===== config.mk =====
export PLATFORM = sky130hd
export DESIGN_NAME = instr_sequencer_flat
export DESIGN_NICKNAME = d
export VERILOG_FILES = /design/src/rtl/proc_pkg.sv /design/src/rtl/instr_sequencer_if.sv /design/src/rtl/instr_sequencer_step_counter.sv /design/src/rtl/instr_sequencer.sv /design/src/flat_wrapper.sv
export SDC_FILE = /design/constraint.sdc
export NUM_CORES = 1
export LEC_CHECK = 0
export CORE_ASPECT_RATIO = 0.5
export CORE_MARGIN = 8
export CORE_UTILIZATION = 47
export CTS_CLUSTER_DIAMETER = 120
export DETAILED_ROUTE_END_ITERATION = 8
export GPL_TIMING_DRIVEN = 0
export PLACE_DENSITY = 0.83
export RECOVER_POWER = 25
export REMOVE_ABC_BUFFERS = 1
export SLEW_MARGIN = 10
export SYNTH_ARGS = -nofsm -noshare
export SYNTH_HDL_FRONTEND = slang
export SYNTH_SLANG_ARGS = --single-unit

===== constraint.sdc =====
create_clock -name i_clk -period 4 [get_ports i_clk]
set_input_delay 0.4 -clock i_clk [delete_from_list [all_inputs] [get_ports i_clk]]
set_output_delay 0.4 -clock i_clk [all_outputs]
set_load 0.02 [all_outputs]

===== src/rtl/proc_pkg.sv =====
// Shared processor definitions: word width, opcode encodings and the sequencer state set.
// The control unit decodes ir[8:6] against the same OP_* constants.
package proc_pkg;

   localparam int INSTR_W = 9;

   localparam logic [2:0] OP_ADD  = 3'b000;
   localparam logic [2:0] OP_SUB  = 3'b001;
   localparam logic [2:0] OP_NAN  = 3'b010;
   localparam logic [2:0] OP_JMP  = 3'b011;
   localparam logic [2:0] OP_OUT  = 3'b100;
   localparam logic [2:0] OP_LDI  = 3'b101;
   localparam logic [2:0] OP_HALT = 3'b110;
   localparam logic [2:0] OP_REP  = 3'b111;

   typedef enum logic [2:0] {
      SEQ_IDLE      = 3'd0,
      SEQ_FETCH     = 3'd1,
      SEQ_FETCH_IMM = 3'd2,
      SEQ_EXEC      = 3'd3,
      SEQ_HALTED    = 3'd4
   } seq_state_e;

   function automatic logic [2:0] opcode_of(input logic [INSTR_W-1:0] word);
      return word[INSTR_W-1:INSTR_W-3];
   endfunction

endpackage


===== src/rtl/instr_sequencer_if.sv =====
// Program-memory fetch port between the sequencer (master) and program memory (slave).
// Handshake: master raises mem_req with mem_addr and holds both until a cycle where
// mem_ack=1; that cycle carries mem_rdata and completes the fetch. mem_ack with mem_req=0 means nothing.
interface instr_sequencer_if #(
   parameter int ADDR_W = 5
) ();
   import proc_pkg::*;

   logic                mem_req;
   logic [ADDR_W-1:0]   mem_addr;
   logic                mem_ack;
   logic [INSTR_W-1:0]  mem_rdata;

   modport master (output mem_req, output mem_addr, input mem_ack, input mem_rdata);
   modport slave  (input mem_req, input mem_addr, output mem_ack, output mem_rdata);

endinterface


===== src/rtl/instr_sequencer_step_counter.sv =====
// Two-bit execute-step counter; o_tc flags the last step (11).
module step_counter (
   input  logic       i_clk,
   input  logic       i_resetn,
   input  logic       i_clear,
   input  logic       i_enable,
   output logic [1:0] o_cont,
   output logic       o_tc
);

   logic [1:0] r_cnt;

   always_ff @(posedge i_clk or posedge i_resetn) begin
      if (i_resetn) begin
         r_cnt <= 2'b00;
      end else if (i_clear) begin
         r_cnt <= 2'b00;
      end else if (i_enable) begin
         r_cnt <= r_cnt + 2'd1;
      end
   end

   assign o_cont = r_cnt;
   assign o_tc   = (r_cnt == 2'b11);

endmodule


===== src/rtl/instr_sequencer.sv =====
// Fetch-and-step sequencer: owns pc/ir/imm, fetches over the memory handshake and
// walks the control unit through four execute steps; JMP and HALT resolve without steps.
module instr_sequencer
   import proc_pkg::*;
#(
   parameter int ADDR_W = 5
) (
   input  logic                i_clk,
   input  logic                i_resetn,
   input  logic                i_run,
   instr_sequencer_if.master   mem,
   output logic [INSTR_W-1:0]  o_ir,
   output logic [INSTR_W-1:0]  o_imm,
   output logic [1:0]          o_cont,
   output logic                o_step_valid,
   output logic                o_busy,
   output logic                o_halted,
   output logic [2:0]          o_dbg_state,
   output logic [ADDR_W-1:0]   o_dbg_pc
);

   localparam logic [2:0] S_IDLE      = 3'(SEQ_IDLE);
   localparam logic [2:0] S_FETCH     = 3'(SEQ_FETCH);
   localparam logic [2:0] S_FETCH_IMM = 3'(SEQ_FETCH_IMM);
   localparam logic [2:0] S_EXEC      = 3'(SEQ_EXEC);
   localparam logic [2:0] S_HALTED    = 3'(SEQ_HALTED);

   logic [2:0]          r_state;
   logic [ADDR_W-1:0]   r_pc;
   logic [INSTR_W-1:0]  r_ir;
   logic [INSTR_W-1:0]  r_imm;

   logic                w_fetching;
   logic                w_in_exec;
   logic [2:0]          w_op;
   logic [ADDR_W-1:0]   w_pc_inc;
   logic [1:0]          w_cnt;
   logic                w_tc;

   assign w_fetching = (r_state == S_FETCH) || (r_state == S_FETCH_IMM);
   assign w_in_exec  = (r_state == S_EXEC);
   assign w_op       = opcode_of(mem.mem_rdata);
   assign w_pc_inc   = r_pc + {{(ADDR_W-1){1'b0}}, 1'b1};

   // Held clear outside EXEC so the first execute cycle always shows step 00.
   step_counter u_step_counter (
      .i_clk    (i_clk),
      .i_resetn (i_resetn),
      .i_clear  (!w_in_exec),
      .i_enable (w_in_exec),
      .o_cont   (w_cnt),
      .o_tc     (w_tc)
   );

   always_ff @(posedge i_clk or posedge i_resetn) begin
      if (i_resetn) begin
         r_state <= S_IDLE;
         r_pc    <= '0;
         r_ir    <= '0;
         r_imm   <= '0;
      end else begin
         case (r_state)
            S_IDLE, S_HALTED: begin
               if (i_run) r_state <= S_FETCH;
            end
            S_FETCH: begin
               if (mem.mem_ack) begin
                  r_ir <= mem.mem_rdata;
                  // JMP keeps requesting; the next fetch goes to the truncated target.
                  if (w_op == OP_JMP) begin
                     r_pc    <= mem.mem_rdata[ADDR_W-1:0];
                     r_state <= S_FETCH;
                  end else begin
                     r_pc <= w_pc_inc;
                     case (w_op)
                        OP_LDI:  r_state <= S_FETCH_IMM;
                        OP_HALT: r_state <= S_HALTED;
                        default: r_state <= S_EXEC;
                     endcase
                  end
               end
            end
            S_FETCH_IMM: begin
               if (mem.mem_ack) begin
                  r_imm   <= mem.mem_rdata;
                  r_pc    <= w_pc_inc;
                  r_state <= S_EXEC;
               end
            end
            S_EXEC: begin
               if (w_tc) r_state <= S_FETCH;
            end
            default: r_state <= S_IDLE;
         endcase
      end
   end

   assign mem.mem_req  = w_fetching;
   assign mem.mem_addr = r_pc;

   assign o_ir         = r_ir;
   assign o_imm        = r_imm;
   assign o_cont       = w_in_exec ? w_cnt : 2'b00;
   assign o_step_valid = w_in_exec;
   assign o_busy       = (r_state != S_IDLE) && (r_state != S_HALTED);
   assign o_halted     = (r_state == S_HALTED);
   assign o_dbg_state  = r_state;
   assign o_dbg_pc     = r_pc;

endmodule


===== src/flat_wrapper.sv =====
// flat-port wrapper written by rule: the top's interface ports become plain ports
module instr_sequencer_flat import proc_pkg::*;
#(
   parameter int ADDR_W = 5
)
  (i_clk, i_resetn, i_run, o_ir, o_imm, o_cont, o_step_valid, o_busy, o_halted, o_dbg_state, o_dbg_pc, mem_mem_req, mem_mem_addr, mem_mem_ack, mem_mem_rdata);
  instr_sequencer_if #(.ADDR_W(ADDR_W)) mem_i ();
  input  logic i_clk;
  input  logic i_resetn;
  input  logic i_run;
  output logic [INSTR_W-1:0] o_ir;
  output logic [INSTR_W-1:0] o_imm;
  output logic [1:0] o_cont;
  output logic o_step_valid;
  output logic o_busy;
  output logic o_halted;
  output logic [2:0] o_dbg_state;
  output logic [ADDR_W-1:0] o_dbg_pc;
  output wire logic [$bits(mem_i.mem_req)-1:0] mem_mem_req;
  output wire logic [$bits(mem_i.mem_addr)-1:0] mem_mem_addr;
  input wire logic [$bits(mem_i.mem_ack)-1:0] mem_mem_ack;
  input wire logic [$bits(mem_i.mem_rdata)-1:0] mem_mem_rdata;
  assign mem_mem_req = mem_i.mem_req;
  assign mem_mem_addr = mem_i.mem_addr;
  assign mem_i.mem_ack = mem_mem_ack;
  assign mem_i.mem_rdata = mem_mem_rdata;
  instr_sequencer #(.ADDR_W(ADDR_W)) u_core (.i_clk(i_clk), .i_resetn(i_resetn), .i_run(i_run), .mem(mem_i), .o_ir(o_ir), .o_imm(o_imm), .o_cont(o_cont), .o_step_valid(o_step_valid), .o_busy(o_busy), .o_halted(o_halted), .o_dbg_state(o_dbg_state), .o_dbg_pc(o_dbg_pc));
endmodule

==> results.env <==
FLOORPLAN.DIE_AREA_MM2=0.00506
CTS-ROOT-TO-SINK-BUFFERS=2
CTS_RESIZED=0
NUMBER_OF_DESIGN_RULE_VIOLATIONS_LEFT_BY_THE_FIRST_DETAILED_ROUTER_ITERATION=56
POST_CTS.REPAIR.SETUP_BUFFERS=0
SYN-CELL-AREA_MM2=0.00139
NUMBER_OF_DISTINCT_STANDARD_CELLS_REFERENCED_BY_THE_SYNTHESIZED_NETLIST=30
NETLIST_INSTANCES=116
DRTANTENNAVIOLNETS=0
GRT_USAGE_PCT=13.5
DRT_FIRST_PASS_ITERS=4
FIN_WS_PS=1470
FIN_WORST_HOLD_SLACK_PS=481
NUMBER_OF_VIAS_PER_CELL_AFTER_DETAILED_ROUTING=5.06
DIEHEIGHT_UM=54.5
MAX_SLEW_MARGIN_PCT=30.3
REPORT.FINAL.SLEW_VIOL_COUNT=0
CRIT_PATH_END_KIND='output pin'
INSERTEDDIODECOUNT=0
CLK_LATENCY_PS=280
TRITONCTS_CLOCK_TREE='done'
YS_WARN_COUNT=0
PLACE_INST=195
SYN_AVG_CELL_AREA_UM2=12.0
CTS-HTREE-LEVELS=1
STATUS='complete, no violations'
WORST-ENDPOINT-REQUIRED_PS=3600
CP_MAX_FO=11
HOLD_VIOL=0
GRT_OVERFLOW=0
CTS.SINKS=28
INITIAL_CORE_UTIL_PCT=47.8
INITIAL_ANTENNA_VIOLATION_COUNT=0
NUMBER_OF_CTS_INSERTED_BUFFERS=3
VDD.IR_DROP.WORST_V=0.000349
CAP_VIOLATIONS=0
DRIVE_GT1_SHARE_PCT=15.7
DP_WORST_SETUP_SLACK_PS=1770
FINAL_CELL_COUNT_NO_FILL=199
CHIPWIDTH_UM=92.9
DRCVIOLATIONCOUNT=0
GRT_FIRST_PASS_WIRELENGTH_UM=5260
LAYOUT.NETS=175
IO_PINS=50
CLKSLEWWORSTSETUPHOLDPATHS_PS=100
FIN_WORST_SKEW_PS=5.09
POSTSYNTHREGISTERBITS=28
PERIOD_MINUS_SLACK_PS=2530
HOLD_BUFFERS=0
WORST_HOLD_PATH_TYPE='reg2reg'
ROUTE.DETAILED.WL_PER_INST_UM=16.5
SYN_TO_FINAL_GROWTH_PCT=38.2
TIGHTESTPINTRANSITION_PS=1040
LEAKAGEPOWER_uW=0.000824
ROUTABILITYCONGESTION=0.772
TIMING.FMAX_MHz=396
GRT_MAX_DEGREE=29
CTS-ROOT-BUF='clkbuf_8'
ROUTED_WIRELENGTH_UM=3290
ROUTE.VIAS.TOTAL=1007
FIRST_GLOBAL_VIAS=1022
POWER_PER_CELL_AREA_mW_PER_MM2=882
TOTALPOWERFINAL_uW=1690
CRITICAL_PATH_ARRIVAL_PS=2130
PLACEMENT_ROWS=14
SETUP-VIOLATIONS-FINAL=0
SETUP.WORST_PATH.START_CLASS='flip-flop'
PORT-BUFFER-COUNT=49
TIMING.SETUP.CRITICAL_PATH_CLASS='reg2out'
PERIOD_SHARE_PCT=63.1
YS_SEQ_AREA_SHARE_PCT=50.4
CORE_AREA_MM2=0.00291
PLACE_HPWL_UM=2470
SETUP_TNS_PS=0
RSZ_0062_RAISED_AFTER_GLOBAL_ROUTING='no'
[path summary, 6_finish.rpt]
kind / from / endpoint / slack [ps] / cells past startpoint
setup / recovery: u_core.o_dbg_state[0] / o_step_valid / 1470 / 3
hold / removal: u_core.u_step_counter.o_cont[0] / u_core.u_step_counter.o_cont[0] / 480 / 1
setup reg to reg: u_core.o_dbg_state[0] / u_core.o_ir[0] / 1720 / 3
hold reg to reg: u_core.u_step_counter.o_cont[0] / u_core.u_step_counter.o_cont[0] / 480 / 1
max in group asynchronous: i_resetn / u_core.o_imm[8] / 2560 / 2
min in group asynchronous: i_resetn / u_core.o_ir[1] / 810 / 2
[cell usage in the layout (no fill, tap or decap), drive strengths merged, types with 3 or more instances in the layout]
cell,instances
nand2,5
clkbuf,3
o21ai,4
nor2,6
and3,3
dfrtp,28
a21oi,5
clkdlybuf4s50,48
inv,4
mux2,18
a22oi,4
mux2i,5
[area by class of cell]
class | instances | area, um^2
fillers | 218 | 987
flip-flops and latches | 28 | 701
multi-input cells | 74 | 593
repair buffers | 49 | 490
well taps | 40 | 50.0
clock buffers | 3 | 41.3
clock inverters | 1 | 30.0
inverters | 4 | 15.0
[Yosys cell counts]
cell type	instances	area (um^2)
and2_1	2	12.5
a21oi_1	5	25.0
xnor2_1	1	8.76
nor4b_1	1	8.76
a32oi_1	1	8.76
nor3_1	1	5.00
a22oi_1	4	30.0
and3b_1	1	8.76
nor2_1	6	22.5
xor2_1	1	8.76
mux2_2	18	203
nor3b_1	2	15.0
nand4_1	2	12.5
buf_6	2	22.5
nor2b_4	1	13.8
ha_1	2	25.0
inv_1	4	15.0
a2bb2oi_1	2	17.5
mux2i_1	5	50.1
nor4b_4	1	23.8
dfrtp_1	28	701
buf_4	7	52.6
nand2_1	5	18.8
or3_1	2	12.5
o21ai_0	4	20.0
nor2b_1	1	6.26
nand3_1	2	10.0
and3_1	3	18.8
nor3_2	1	10.0
clkbuf_1	1	3.75
[metal layers]
layer | track usage [%] | part of all wire (%)
met1 | 15.7 | 43
met2 | 25.7 | 52
met3 | 2.87 | 3.7
met4 | 3.17 | 0.88
met5 | 0 | 0
[critical path, cell delays in order, from the launching register on]
cell             delay [ps]
dfrtp_1                 580
nor2b_1                 450
and2_0                  210
clkdlybuf4s50_1         610
[metrics by stage]
| stage | util [%] | area (um^2) |
|---|---|---|
| finish | 66.0 | 1920 |
| CTS | 66.3 | 1930 |
| global route | 66.0 | 1920 |
| floorplan | - | 1310 |
| global placement | 63.7 | 1850 |
| detailed placement | 63.9 | 1860 |
[power breakdown]
| part | internal (uW) | switching (uW) |
|---|---|---|
| Sequential | 417 | 120 |
| Clock | 134 | 91.1 |
| Combinational | 483 | 449 |
[registers in the layout, summed over array words and instances (netlist names)]
register and flops:
u_core.mem.mem_addr 5, u_core.o_ir 9, u_core.u_step_counter.o_cont 2, u_core.o_imm 9, u_core.o_dbg_state 3
[logic make-up (layout without fill, tap and decap cells)]
| logic type | count (synthesis) | count (layout) | share of synthesized area, % |
|---|---|---|---|
| flops | 28 | 28 | 50.4 |
| buf+inv | 14 | 57 | 6.75 |
| simple gates | 31 | 31 | 14.3 |
| xor+xnor | 2 | 2 | 1.26 |
| fa+ha+maj | 2 | 2 | 1.80 |
| compound gates | 16 | 16 | 7.29 |
| mux | 23 | 23 | 18.2 |
(Power assumes the default switching activity.)
